--- config.mk ---
export PLATFORM = sky130hd
export DESIGN_NAME = game_seq_ctrl
export DESIGN_NICKNAME = d
export VERILOG_FILES = /design/src/rtl/game_pkg.sv /design/src/rtl/bcd_sat_cnt2.sv /design/src/rtl/game_seq_ctrl.sv
export SDC_FILE = /design/constraint.sdc
export NUM_CORES = 1
export LEC_CHECK = 0
export BUFFER_PORTS_ARGS = -buffer_cell sky130_fd_sc_hd__buf_2
export CORE_ASPECT_RATIO = 0.9
export CORE_MARGIN = 2
export CORE_UTILIZATION = 31
export CTS_BUF_LIST = sky130_fd_sc_hd__clkbuf_16
export CTS_CLUSTER_DIAMETER = 150
export DETAILED_ROUTE_END_ITERATION = 12
export SKIP_CTS_REPAIR_TIMING = 1
export SLEW_MARGIN = 20
export SYNTH_ARGS = -nofsm -noshare
export SYNTH_HDL_FRONTEND = slang
export SYNTH_HIERARCHICAL = 1
export SYNTH_SLANG_ARGS = --single-unit
export TNS_END_PERCENT = 100
--- constraint.sdc ---
create_clock -name clk -period 6.3 [get_ports clk]
set_clock_uncertainty 0.15 [all_clocks]
set_input_delay 0.315 -clock clk [delete_from_list [all_inputs] [get_ports clk]]
set_output_delay 0.315 -clock clk [all_outputs]
set_load 0.02 [all_outputs]
--- src/rtl/game_pkg.sv ---
// -----------------------------------------------------------------------------
// game_pkg
// Shared definitions for the brick/paddle game sequencer:
//   - state codes as seen by the score/text overlay, plus the FSM enum
//   - BCD score ceiling and a saturating two-digit BCD increment helper
//   - default frame-count constants for serve / miss / end-of-game pauses
//   - screen geometry shared with the playfield engine
// -----------------------------------------------------------------------------
package game_pkg;

  localparam logic [2:0] IDLE  = 3'd0;
  localparam logic [2:0] SERVE = 3'd1;
  localparam logic [2:0] PLAY  = 3'd2;
  localparam logic [2:0] MISS  = 3'd3;
  localparam logic [2:0] OVER  = 3'd4;
  localparam logic [2:0] WIN   = 3'd5;
  localparam logic [2:0] PAUSE = 3'd6;

  typedef enum logic [2:0] {
    S_IDLE  = IDLE,
    S_SERVE = SERVE,
    S_PLAY  = PLAY,
    S_MISS  = MISS,
    S_OVER  = OVER,
    S_WIN   = WIN,
    S_PAUSE = PAUSE
  } state_t;

  localparam logic [7:0] SCORE_MAX_BCD = 8'h99;

  localparam int LIVES_INIT_DEF   = 3;
  localparam int SERVE_FRAMES_DEF = 120;
  localparam int MISS_FRAMES_DEF  = 60;
  localparam int END_FRAMES_DEF   = 180;
  localparam int TMR_W_DEF        = 8;

  localparam int MAX_X = 640;
  localparam int MAX_Y = 480;

  // Two-digit BCD +1 that sticks at 99; the tens digit can never roll past 9
  // because the ceiling check happens first.
  function automatic logic [7:0] bcd_inc_sat(input logic [7:0] v);
    logic [7:0] r;
    r = v;
    if (v != SCORE_MAX_BCD) begin
      if (v[3:0] == 4'd9) begin
        r = {v[7:4] + 4'd1, 4'd0};
      end else begin
        r = {v[7:4], v[3:0] + 4'd1};
      end
    end
    return r;
  endfunction

endpackage

--- src/rtl/bcd_sat_cnt2.sv ---
// -----------------------------------------------------------------------------
// bcd_sat_cnt2
// Two-digit BCD up-counter, saturating at 99.
// Ports:
//   clk    - clock
//   reset  - asynchronous, active-high; clears the count to 00
//   clr    - synchronous clear (wins over inc)
//   inc    - count enable, one step per asserted cycle
//   q      - BCD value {tens, ones}
// -----------------------------------------------------------------------------
module bcd_sat_cnt2
  import game_pkg::*;
(
  input  logic       clk,
  input  logic       reset,
  input  logic       clr,
  input  logic       inc,
  output logic [7:0] q
);

  always_ff @(posedge clk or posedge reset) begin
    if (reset) begin
      q <= 8'h00;
    end else if (clr) begin
      q <= 8'h00;
    end else if (inc) begin
      q <= bcd_inc_sat(q);
    end
  end

endmodule

--- src/rtl/game_seq_ctrl.sv ---
// -----------------------------------------------------------------------------
// game_seq_ctrl
// Game-lifecycle sequencer for the 640x480 brick/paddle game. Starts games,
// times serve / miss / end-of-game pauses in video frames, tracks lives and
// the BCD score, and drives the playfield engine's run enable and re-init.
//
// Ports:
//   clk         - system/pixel clock
//   reset       - asynchronous, active-high
//   frame_tick  - one-cycle pulse per video frame
//   btn_start   - start button level (rising edge detected here)
//   btn_pause   - pause button level, only with GAME_SEQ_PAUSE_EN defined
//   sw_level    - difficulty switches, latched at game start
//   hit         - one-cycle pulse per brick/paddle hit
//   miss        - one-cycle pulse when the ball is lost
//   clear       - one-cycle pulse when the last brick is removed
//   str         - ball-run enable to the engine (high only in PLAY)
//   game_rst    - one-cycle engine re-init pulse on entering SERVE
//   speed_sel   - latched difficulty
//   lives       - remaining lives
//   score       - BCD score {tens, ones}
//   state       - current state code for the overlay
//
// Build option: define GAME_SEQ_PAUSE_EN to add btn_pause and the PAUSE state.
// -----------------------------------------------------------------------------
module game_seq_ctrl
  import game_pkg::*;
#(
  parameter int LIVES_INIT   = LIVES_INIT_DEF,
  parameter int SERVE_FRAMES = SERVE_FRAMES_DEF,
  parameter int MISS_FRAMES  = MISS_FRAMES_DEF,
  parameter int END_FRAMES   = END_FRAMES_DEF,
  parameter int TMR_W        = TMR_W_DEF
) (
  input  logic       clk,
  input  logic       reset,
  input  logic       frame_tick,
  input  logic       btn_start,
`ifdef GAME_SEQ_PAUSE_EN
  input  logic       btn_pause,
`endif
  input  logic [1:0] sw_level,
  input  logic       hit,
  input  logic       miss,
  input  logic       clear,
  output logic       str,
  output logic       game_rst,
  output logic [1:0] speed_sel,
  output logic [1:0] lives,
  output logic [7:0] score,
  output logic [2:0] state
);

  // Last timer value of each pause; the pause ends on the frame_tick seen
  // while the timer holds this value.
  localparam logic [TMR_W-1:0] SERVE_LAST = TMR_W'(SERVE_FRAMES - 1);
  localparam logic [TMR_W-1:0] MISS_LAST  = TMR_W'(MISS_FRAMES - 1);
  localparam logic [TMR_W-1:0] END_LAST   = TMR_W'(END_FRAMES - 1);
  localparam logic [1:0]       LIVES_LOAD = 2'(LIVES_INIT);

  state_t           cur_state, nxt_state;
  logic [TMR_W-1:0] timer, timer_nxt;
  logic [1:0]       lives_nxt, speed_nxt;
  logic             game_rst_nxt;
  logic             score_clr, score_inc;
  logic             btn_start_d;
  logic             start_edge, pause_edge, start_go;

  assign start_edge = btn_start & ~btn_start_d;

`ifdef GAME_SEQ_PAUSE_EN
  logic btn_pause_d;

  always_ff @(posedge clk or posedge reset) begin
    if (reset) begin
      btn_pause_d <= 1'b0;
    end else begin
      btn_pause_d <= btn_pause;
    end
  end

  assign pause_edge = btn_pause & ~btn_pause_d;
`else
  assign pause_edge = 1'b0;
`endif

  // A pause edge suppresses a coincident start edge everywhere.
  assign start_go = start_edge & ~pause_edge;

  always_ff @(posedge clk or posedge reset) begin
    if (reset) begin
      btn_start_d <= 1'b0;
    end else begin
      btn_start_d <= btn_start;
    end
  end

  always_comb begin
    nxt_state    = cur_state;
    timer_nxt    = timer;
    lives_nxt    = lives;
    speed_nxt    = speed_sel;
    game_rst_nxt = 1'b0;
    score_clr    = 1'b0;
    score_inc    = 1'b0;

    case (cur_state)
      S_IDLE: begin
        if (start_go) begin
          speed_nxt    = sw_level;
          lives_nxt    = LIVES_LOAD;
          score_clr    = 1'b1;
          timer_nxt    = '0;
          game_rst_nxt = 1'b1;
          nxt_state    = S_SERVE;
        end
      end

      S_SERVE: begin
        if (start_go) begin
          timer_nxt = '0;
          nxt_state = S_PLAY;
        end else if (frame_tick) begin
          if (timer == SERVE_LAST) begin
            timer_nxt = '0;
            nxt_state = S_PLAY;
          end else begin
            timer_nxt = timer + TMR_W'(1);
          end
        end
      end

      S_PLAY: begin
        if (pause_edge) begin
          nxt_state = S_PAUSE;
        end else begin
          score_inc = hit;
          // miss outranks clear when both arrive together
          if (miss) begin
            lives_nxt = (lives != 2'd0) ? lives - 2'd1 : 2'd0;
            timer_nxt = '0;
            nxt_state = S_MISS;
          end else if (clear) begin
            timer_nxt = '0;
            nxt_state = S_WIN;
          end
        end
      end

      S_MISS: begin
        if (lives == 2'd0) begin
          timer_nxt = '0;
          nxt_state = S_OVER;
        end else if (frame_tick) begin
          if (timer == MISS_LAST) begin
            timer_nxt    = '0;
            game_rst_nxt = 1'b1;
            nxt_state    = S_SERVE;
          end else begin
            timer_nxt = timer + TMR_W'(1);
          end
        end
      end

      S_OVER, S_WIN: begin
        if (frame_tick) begin
          if (timer == END_LAST) begin
            timer_nxt = '0;
            nxt_state = S_IDLE;
          end else begin
            timer_nxt = timer + TMR_W'(1);
          end
        end
      end

      S_PAUSE: begin
        if (pause_edge) begin
          nxt_state = S_PLAY;
        end
      end

      default: begin
        timer_nxt = '0;
        nxt_state = S_IDLE;
      end
    endcase
  end

  // All outputs come straight from flops; str is precomputed from the next
  // state so it is aligned with the state register.
  always_ff @(posedge clk or posedge reset) begin
    if (reset) begin
      cur_state <= S_IDLE;
      timer     <= '0;
      str       <= 1'b0;
      game_rst  <= 1'b0;
      speed_sel <= 2'd0;
      lives     <= 2'd0;
    end else begin
      cur_state <= nxt_state;
      timer     <= timer_nxt;
      str       <= (nxt_state == S_PLAY);
      game_rst  <= game_rst_nxt;
      speed_sel <= speed_nxt;
      lives     <= lives_nxt;
    end
  end

  assign state = cur_state;

  bcd_sat_cnt2 u_score (
    .clk   (clk),
    .reset (reset),
    .clr   (score_clr),
    .inc   (score_inc),
    .q     (score)
  );

endmodule

==> summary.md <==
| Metric | Value |
|---|---|
| Status | `complete, no violations` |
| CTS Buffer Depth | `2` |
| Area of the multi-input gates | `891 µm²` |
| Setup_tns | `0 ns` |
| Detail-routed net length per standard cell | `13.9 µm` |
| Synthesized area | `1610 µm²` |
| Yosys warning count | `6` |
| Synth cell types | `54` |
| Post-Syn Instances | `168` |
| Hpwl dp | `2.60 mm` |
| Final min period | `2.24 ns` |
| Mapped Nets | `182` |
| Endpoints failing setup | `0` |
| Crit share post-route | `35.6%` |
| Pre-CTS setup slack | `4.10 ns` |
| Root Driver | `clkbuf_16` |
| First-pass GRT wire length | `6.11 mm` |
| MaxCap Viol Count | `0` |
| Crit path kind | `reg -> reg` |
| Worst-margin pin slew | `0.739 ns` |
| Die Area | `5780 µm²` |
| WP data required | `6.34 ns` |
| DIE WIDTH | `79.9 µm` |
| Antenna Nets Post-Route | `0` |
| DP Area | `1790 µm²` |
| CTS Sinks | `26` |
| Sequential-to-total area share from yosys stat | `40.5%` |
| Most common cell after layout, fill and taps aside | `dfrtp_1` |
| Most frequent cells in the layout | `dfrtp_1 (26), buf_2 (25), nand3_1 (12)` |
| H-Tree Level Count | `1` |
| Final WL | `3.58 mm` |
| Worst-Skew Late Latency | `0.26 ns` |
| Final Wtd Congestion | `0.864` |
| Synth Register Bits | `26` |
| Drt pass-1 iters | `5` |
| Setup crit end kind | `flop` |
| Worst-path fanout max | `9` |
| Global route overflow | `0` |
| Slew Limit Fails | `0` |
| Reg clk slew, reported paths | `0.07 ns` |
| Tot GR Track Use | `13.4%` |
| Worst hold path class | `in -> reg` |
| Via Count | `1,394` |
| Leakage power | `0.890 nW` |
| Final setup margin | `4.06 ns` |
| Final Util | `38.6%` |
| Final instance area | `1900 µm²` |
| I/O Pins | `26` |
| PwrDens | `240 nW/µm²` |
| Final non-filler cell total | `258` |
| CORE AREA | `4920 µm²` |
| Post-synth EDFFs | `0` |
| Filler instances | `492` |
| Layout Area Growth over Synthesis | `18.2%` |
| Crit path buf inv count | `0` |
| Post-synth ARST share | `100%` |
| Arrival time at the worst endpoint | `2.28 ns` |
| Crit-path cells | `nor2_1 > and3_1 > nand4b_2 > or4_1 > a21oi_1` |
| Syn avg cell area | `9.57 µm²` |
| Worst relative slew slack | `50.7%` |
| Port Buffers | `25` |
| Final hold viol count | `0` |
| Num CTS Buffers | `3` |
| Worst VDD drop | `0.105 mV` |
| CTS tree | `yes` |
| Largest net degree at the start of global routing | `19` |
| Initial antenna violation count | `0` |
| Dominant synthesized flop cell | `dfrtp_1` |
| Vias per cell | `5.40` |
| Layout Nets | `208` |
| Diode count | `0` |
| Critical path launch point type | `flop` |
| Initial Util | `32.6%` |
| RSZ-0062 raised after global routing | `no` |
| Initial drt markers | `111` |
| Maximum clock rate | `446 MHz` |
| Critical Path Max Stage Delay | `0.46 ns` |
| Layout cell share with drive strength beyond 1 | `19.7%` |
| Vias in the first global route | `1,195` |
| Slowest-stage cell, CP | `dfrtp_1` |
| Placed Cells | `253` |
| FP Rows | `24` |
| Reg area | `651 µm²` |
| DRC | `0` |
| Height of the die | `72.3 µm` |
| Cell family with most CP delay | `simple AND/OR/NAND/NOR gates` |
==> worst paths after layout <==
check / startpoint / end / slack, ns / depth (start not counted)
min: btn_start / btn_start_d / 0.03 / 1
max in group asynchronous: reset / str / 4.95 / 3
min reg2reg: speed_sel[1] / speed_sel[1] / 0.33 / 1
min in group asynchronous: reset / u_score/q[5] / 0.41 / 3
max reg2reg: state[2] / u_score/q[6] / 4.06 / 5
max: state[2] / u_score/q[6] / 4.06 / 5
==> flip-flops by register name, indices dropped and copies added (netlist names) <==
register / count
str: 1
lives: 2
btn_start_d: 1
timer: 8
game_rst: 1
speed_sel: 2
state: 3
u_score/q: 8
==> through the flow <==
| stage | hold WS, ns | power [W] |
|---|---|---|
| after floorplan | -0.0193 | 0.000262 |
| after global placement | 0.148 | 0.000271 |
| after detailed placement | 0.147 | 0.000272 |
| after CTS | -0.137 | 0.000462 |
| after global routing | 0.0329 | 0.000482 |
| final | 0.0328 | 0.000456 |
==> metal layers <==
metal | track usage (%) | routed length [µm]
met5 | 0 | 0
met2 | 18.4 | 1520
met3 | 2.99 | 135
met1 | 20.7 | 1890
met4 | 4.14 | 42
==> power breakdown <==
group	leakage, nW	total, W	switching, W	internal [W]
Sequential	0.328	0.000215	0.0000310	0.000184
Clock	0.0511	0.000186	0.0000599	0.000126
Combinational	0.511	0.0000547	0.0000256	0.0000291
Total	0.890	0.000456	0.000117	0.000340
==> synthesized netlist by cell type, types with 2 or more instances <==
| master | number | share of area, % |
|---|---|---|
| a211o_1 | 4 | 2.2 |
| clkbuf_1 | 2 | 0.47 |
| ha_1 | 5 | 3.9 |
| dfrtp_1 | 26 | 40 |
| a22o_1 | 5 | 2.7 |
| or4_1 | 2 | 0.93 |
| nand2_1 | 8 | 1.9 |
| or3_1 | 2 | 0.78 |
| nand3_1 | 12 | 3.7 |
| or4b_1 | 2 | 1.2 |
| nor2b_1 | 3 | 1.2 |
| a211oi_1 | 2 | 0.93 |
| o21bai_1 | 3 | 1.4 |
| nand4_1 | 2 | 0.78 |
| nand4b_1 | 3 | 1.6 |
| nor3b_1 | 2 | 0.93 |
| a21oi_1 | 11 | 3.4 |
| nor3_1 | 2 | 0.62 |
| buf_2 | 2 | 0.62 |
| o21ai_0 | 9 | 2.8 |
| nand2b_1 | 6 | 2.3 |
| mux2_1 | 2 | 1.4 |
| o31ai_1 | 4 | 1.9 |
| inv_1 | 9 | 2.1 |
| and3_1 | 4 | 1.6 |
| a31oi_1 | 2 | 0.78 |
| nor2_1 | 7 | 1.6 |
==> cells by family (layout without fill, tap and decap cells) <==
kind of cell,after synthesis,in the layout,share of synthesized area (%)
and+or+nand+nor,65,65,25.9
AOI/OAI and AO/OA,54,54,23.6
DFF,26,26,40.5
buffers and inverters,15,40,4.12
adders and majority gates,5,5,3.89
muxes,3,3,2.02
==> area by class of cell <==
cell class                      instances  share of cell area, %
Multi-Input combinational cell        127                   46.9
Clock inverter                          1                   1.58
Tap cell                               65                   4.28
Inverter                               10                   1.97
Sequential cell                        26                   34.2
Timing Repair Buffer                   26                   7.11
Clock buffer                            3                   3.95
Note: power is estimated with default switching activity, not from simulation.
